--- config.mk ---
export PLATFORM = sky130hd
export DESIGN_NAME = fsm_control_unit_hs
export DESIGN_NICKNAME = d
export VERILOG_FILES = /design/src/rtl/fsm_control_unit_hs.sv
export SDC_FILE = /design/constraint.sdc
export NUM_CORES = 1
export LEC_CHECK = 0
export ABC_AREA = 1
export BUFFER_PORTS_ARGS = -buffer_cell sky130_fd_sc_hd__buf_2
export CORE_ASPECT_RATIO = 1.25
export CORE_MARGIN = 1.5
export CORE_UTILIZATION = 40
export CTS_CLUSTER_SIZE = 40
export DETAILED_ROUTE_END_ITERATION = 7
export HOLD_SLACK_MARGIN = 0.08
export PLACE_DENSITY = 0.69
export RECOVER_POWER = 100
export SLEW_MARGIN = 15
export SYNTH_ARGS = -nofsm -noshare
export SYNTH_HDL_FRONTEND = slang
export SYNTH_SLANG_ARGS = --single-unit
export TNS_END_PERCENT = 100
--- constraint.sdc ---
create_clock -name clk -period 1.4 [get_ports clk]
set_clock_uncertainty 0.1 [all_clocks]
set_input_delay 0.14 -clock clk [delete_from_list [all_inputs] [get_ports clk]]
set_output_delay 0.14 -clock clk [all_outputs]
set_load 0.005 [all_outputs]
--- src/rtl/fsm_control_unit_hs.sv ---
// Multicycle RV32 control FSM: IF -> ID_EX -> [MEM] -> WB with ack-held memory
// requests, bus-timeout trap to a sticky ERR state, resumable HALT and instret.
module fsm_control_unit_hs #(
  parameter int DMEM_WE_W      = 4,
  parameter int TIMEOUT_W      = 8,
  parameter int TIMEOUT_CYCLES = 255,
  parameter int CNT_W          = 32
) (
  input  logic                 clk,
  input  logic                 rstn,
  input  logic                 load,
  input  logic                 store,
  input  logic                 branch,
  input  logic                 fence,
  input  logic [DMEM_WE_W-1:0] decoder_dmem_we,
  input  logic                 halt,
  input  logic                 resume,
  input  logic                 imem_ack,
  input  logic                 dmem_ack,
  output logic                 pc_we,
  output logic                 imem_rd,
  output logic                 rf_we,
  output logic [DMEM_WE_W-1:0] dmem_we,
  output logic                 dmem_rd,
  output logic                 halted,
  output logic                 bus_err,
  output logic [CNT_W-1:0]     instret,
  output logic [2:0]           dbg_state
);

  // Memory handshake: a request (imem_rd / dmem_rd / dmem_we) is held constant
  // every cycle until the matching ack is sampled high at a rising edge; an ack
  // in the same cycle as the first request cycle completes the transfer.

  localparam logic [2:0] S_IF    = 3'd0;
  localparam logic [2:0] S_ID_EX = 3'd1;
  localparam logic [2:0] S_MEM   = 3'd2;
  localparam logic [2:0] S_WB    = 3'd3;
  localparam logic [2:0] S_HALT  = 3'd4;
  localparam logic [2:0] S_ERR   = 3'd5;

  localparam int TO_LAST = (TIMEOUT_CYCLES > 0) ? TIMEOUT_CYCLES - 1 : 0;

  logic [2:0]           r_state;
  logic [TIMEOUT_W-1:0] r_wait_cnt;
  logic [CNT_W-1:0]     r_instret;

  logic [2:0] w_next;
  logic       w_wait_stay;
  logic       w_timeout;

  assign w_timeout = (TIMEOUT_CYCLES > 0) && (r_wait_cnt == TIMEOUT_W'(TO_LAST));

  always_comb begin
    w_next      = r_state;
    w_wait_stay = 1'b0;
    case (r_state)
      S_IF: begin
        // ack in the last allowed cycle wins over the timeout
        if (imem_ack)       w_next = S_ID_EX;
        else if (w_timeout) w_next = S_ERR;
        else                w_wait_stay = 1'b1;
      end
      S_ID_EX: begin
        if (halt)               w_next = S_HALT;
        else if (load || store) w_next = S_MEM;
        else                    w_next = S_WB;
      end
      S_MEM: begin
        if (dmem_ack)       w_next = S_WB;
        else if (w_timeout) w_next = S_ERR;
        else                w_wait_stay = 1'b1;
      end
      S_WB:    w_next = S_IF;
      S_HALT:  if (resume) w_next = S_WB;
      S_ERR:   w_next = S_ERR;
      default: w_next = S_IF;
    endcase
  end

  always_ff @(posedge clk) begin
    if (!rstn) begin
      r_state    <= S_IF;
      r_wait_cnt <= '0;
      r_instret  <= '0;
    end else begin
      r_state <= w_next;
      // any state change clears the counter, so it restarts on IF/MEM entry
      r_wait_cnt <= w_wait_stay ? r_wait_cnt + TIMEOUT_W'(1) : '0;
      if (r_state == S_WB) r_instret <= r_instret + CNT_W'(1);
    end
  end

  always_comb begin
    pc_we   = 1'b0;
    imem_rd = 1'b0;
    rf_we   = 1'b0;
    dmem_we = '0;
    dmem_rd = 1'b0;
    halted  = 1'b0;
    bus_err = 1'b0;
    case (r_state)
      S_IF:  imem_rd = 1'b1;
      S_MEM: begin
        dmem_rd = load;
        dmem_we = store ? decoder_dmem_we : '0;
      end
      S_WB: begin
        pc_we = 1'b1;
        rf_we = !(store || branch || fence || halt);
      end
      S_HALT:  halted  = 1'b1;
      S_ERR:   bus_err = 1'b1;
      default: ;
    endcase
  end

  assign instret   = r_instret;
  assign dbg_state = r_state;

endmodule

==> out/qor.csv <==
stage,metric,value,unit
outcome,outcome,finished with violations,
outcome,violations in the final reports,negative setup slack,
floorplanning,die area,0.00657,sq mm
floorplanning,io pins,59,
setup_path,"Arr. time, crit path",1.35,ns
sta,Max-Slew Margin vs Limit,77.6,%
placed_design,I/O Buffers,58,
clock_network,CTS Buf Count,5,
synthesis,Syn Inst Count,390,
route,WL/cell,14.4,um
route,Remaining DRCs,0,
synthesis,synthesized area,0.00243,sq mm
route,number of DRC markers in iteration 0,179,
sta,Final min period,1.59,ns
power,switching power,1.24,mW
clock_network,Longest Clk Path Bufs,2,
grt,global route total overflow,0,
placed_design,routability cong.,0.844,
sta,fin crit share,114,%
grt,vias in the first global route,2940,
setup_path,Worst EP required,1.16,ns
floorplanning,site row count,31,
clock_network,"Reg clk slew, reported paths",0.09,ns
route,metal2 WL,4540,um
sta,Pins Over Slew Limit,0,
power,clock share of power,26.2,%
sta,"Setup violations, final",37,
setup_path,startpoint types,register,
sta,worst hold slack,0.123,ns
setup_path,Worst setup EP type,primary output,
synthesis,syn_area_per_cell,6.24,sq um
synthesis,sequential area share after synthesis,35.4,%
layout,Ant. Diodes,0,
layout,share of post-route cells with drive strength above 1,48.2,%
floorplanning,Die X,72.8,um
sta,setup ws final,-0.194,ns
route,Vias per Instance,5.18,
grt,global-route wire length before repair,12700,um
route,vias,3053,
layout,"commonest cells after routing, fill and taps aside","76 x nand2_1, 59 x nor2_1, 57 x buf_2",
clock_network,CTS tree,done,
clock_network,Clock Latency Late Sink,0.30,ns
synthesis,"Net Count, Synth",407,
clock_network,clk root buf,clkbuf_8,
route,M1 wire length,3330,um
min_path,HP Class,input port to register,
synthesis,Synth cell types,28,
layout,fin area,0.00404,sq mm
power,Int Pwr,2.56,mW
floorplanning,Core ar.,0.00582,sq mm
setup_path,CP Class,register to primary output,
setup_path,Crit Path Max Fanout,6,
synthesis,YS warnings,0,
route,highest metal used,met4,
floorplanning,starting density of the core,41.8,%
sta,f_max,0.627,GHz
layout,Layout fillers,451,
synthesis,synthesized flop and latch total,43,
power,worst IR drop on VDD,0.000843,V
grt,largest net degree at the start of global routing,15,
floorplanning,Die Y,90.2,um
layout,"most common cell after layout, fill and taps aside",nand2_1,
placed_design,post-placement cell area,0.00315,sq mm
layout,synth-to-layout area growth,66.1,%
sta,worst slew pin tran,0.335,ns
power,Seq pwr share,35.2,%
sta,final hold viol count,0,
layout,Final nets,539,
power,Lkg Pwr,1.77,nW
layout,Final Core Density,69.5,%
route,routed wire length,8510,um
run,Max Cap Viol,0,
route,DR pass1 iterations,4,
placed_design,Final HPWL DP,5180,um
route,Routed Antenna Nets,0,
clock_network,CTS Sinks,43,
route,WL met3,404,um
power,Pwr Density,940,mW/mm^2
grt,initial antenna violation count,0,
clock_network,H-tree depth,2,
power,Gate power share,38.5,%
power,Sw Share,32.5,%
grt,Total GRT Usage,23.8,%
sta,RSZ-0062 raised after global routing,yes,
cells in the mapped netlist:
library cell  instances  area [sq um]
nand2_1              97           364
nor2_1               94           353
inv_1                47           176
dfxtp_1              43           861
nand3_1              31           155
a21oi_1              17          85.1
o21ai_0              11          55.1
nand4_1               9          56.3
nand3b_1              5          37.5
nor3_1                5          25.0
xor2_1                5          43.8
nor2_4                4          45.0
buf_2                 3          15.0
ha_1                  3          37.5
xnor2_1               3          26.3
a21boi_0              1          7.51
and2_1                1          6.26
and3_1                1          6.26
buf_4                 1          7.51
clkbuf_1              1          3.75
nand2_2               1          6.26
nand4_2               1          12.5
nor2_2                1          6.26
nor3b_1               1          7.51
nor4_1                1          6.26
o21bai_1              1          7.51
o22ai_2               1          12.5
o32ai_1               1          8.76
routing by layer:
metal	track usage (%)	vias up
met5	0	-
met4	8.81	0
met3	4.82	25
met2	43.0	94
met1	26.7	1428
li1	-	1506
power by group through the flow:
| stage | sequential [mW] | clock, mW | combinational [mW] |
|---|---|---|---|
| floorplan | 1.37 | 0 | 0.381 |
| global placement | 1.35 | 0 | 0.748 |
| detailed placement | 1.35 | 0 | 0.760 |
| CTS | 1.33 | 1.01 | 1.17 |
| global route | 1.35 | 1.05 | 1.58 |
| finish | 1.34 | 0.997 | 1.46 |
layout make-up:
type / count / area [sq um] / area share, %
timing repair buffer: 129 / 932 / 23.1
clock inverter: 3 / 43.8 / 1.08
multi-input combinational: 296 / 1840 / 45.5
inverter: 47 / 184 / 4.55
tap: 66 / 82.6 / 2.04
sequential: 43 / 895 / 22.1
clock buffer: 5 / 68.8 / 1.70
worst paths after layout:
path | from | to | slack [ns] | cells after the start
worst max-delay path | dbg_state[0]$_SDFFE_PN0P_ | dmem_we[3] | -0.19 | 6
worst min-delay path | dmem_ack | dbg_state[1]$_SDFFE_PN0P_ | 0.12 | 3
worst max register to register | instret[9]$_SDFFE_PN0P_ | instret[21]$_SDFFE_PN0P_ | -0.18 | 8
worst min register to register | instret[5]$_SDFFE_PN0P_ | instret[5]$_SDFFE_PN0P_ | 0.40 | 2
flip-flops by register name, summed over array words and instances, names as in the netlist:
signal and cells:
instret 32, r_wait_cnt 8, dbg_state 3
metrics by stage:
stage	total power, mW	instances	worst slack [ns]	setup TNS (ns)
after floorplan	1.75	390	-0.00486	-0.00873
after global placement	2.09	557	-0.125	-1.28
after detailed placement	2.11	557	-0.190	-2.12
after CTS	3.52	582	-0.114	-1.06
after global routing	3.98	589	-0.256	-6.19
final	3.80	589	-0.194	-3.38
logic make-up after synthesis:
kind of cell	after synthesis	share of synthesized area (%)
buf+inv	52	8.32
compound gates	32	7.25
xor+xnor	8	2.88
simple gates	252	44.7
flops	43	35.4
fa+ha+maj	3	1.54
what timing repair did:
action                                 CTS  global route
resized for setup                       61           114
endpoints found under the hold margin    1             0
pin swaps                               15            52
gates cloned                             2             0
hold buffers                             1             0
buffers inserted                        15            10
setup endpoints to repair               40            51
worst max-delay path, cell delays in order, from the launching register on:
cell     delay, ns
dfxtp_4       0.36
buf_6         0.13
nor2_4        0.13
nand2_2       0.08
buf_6         0.14
nor2_2        0.10
buf_2         0.11
(Power assumes the default switching activity.)
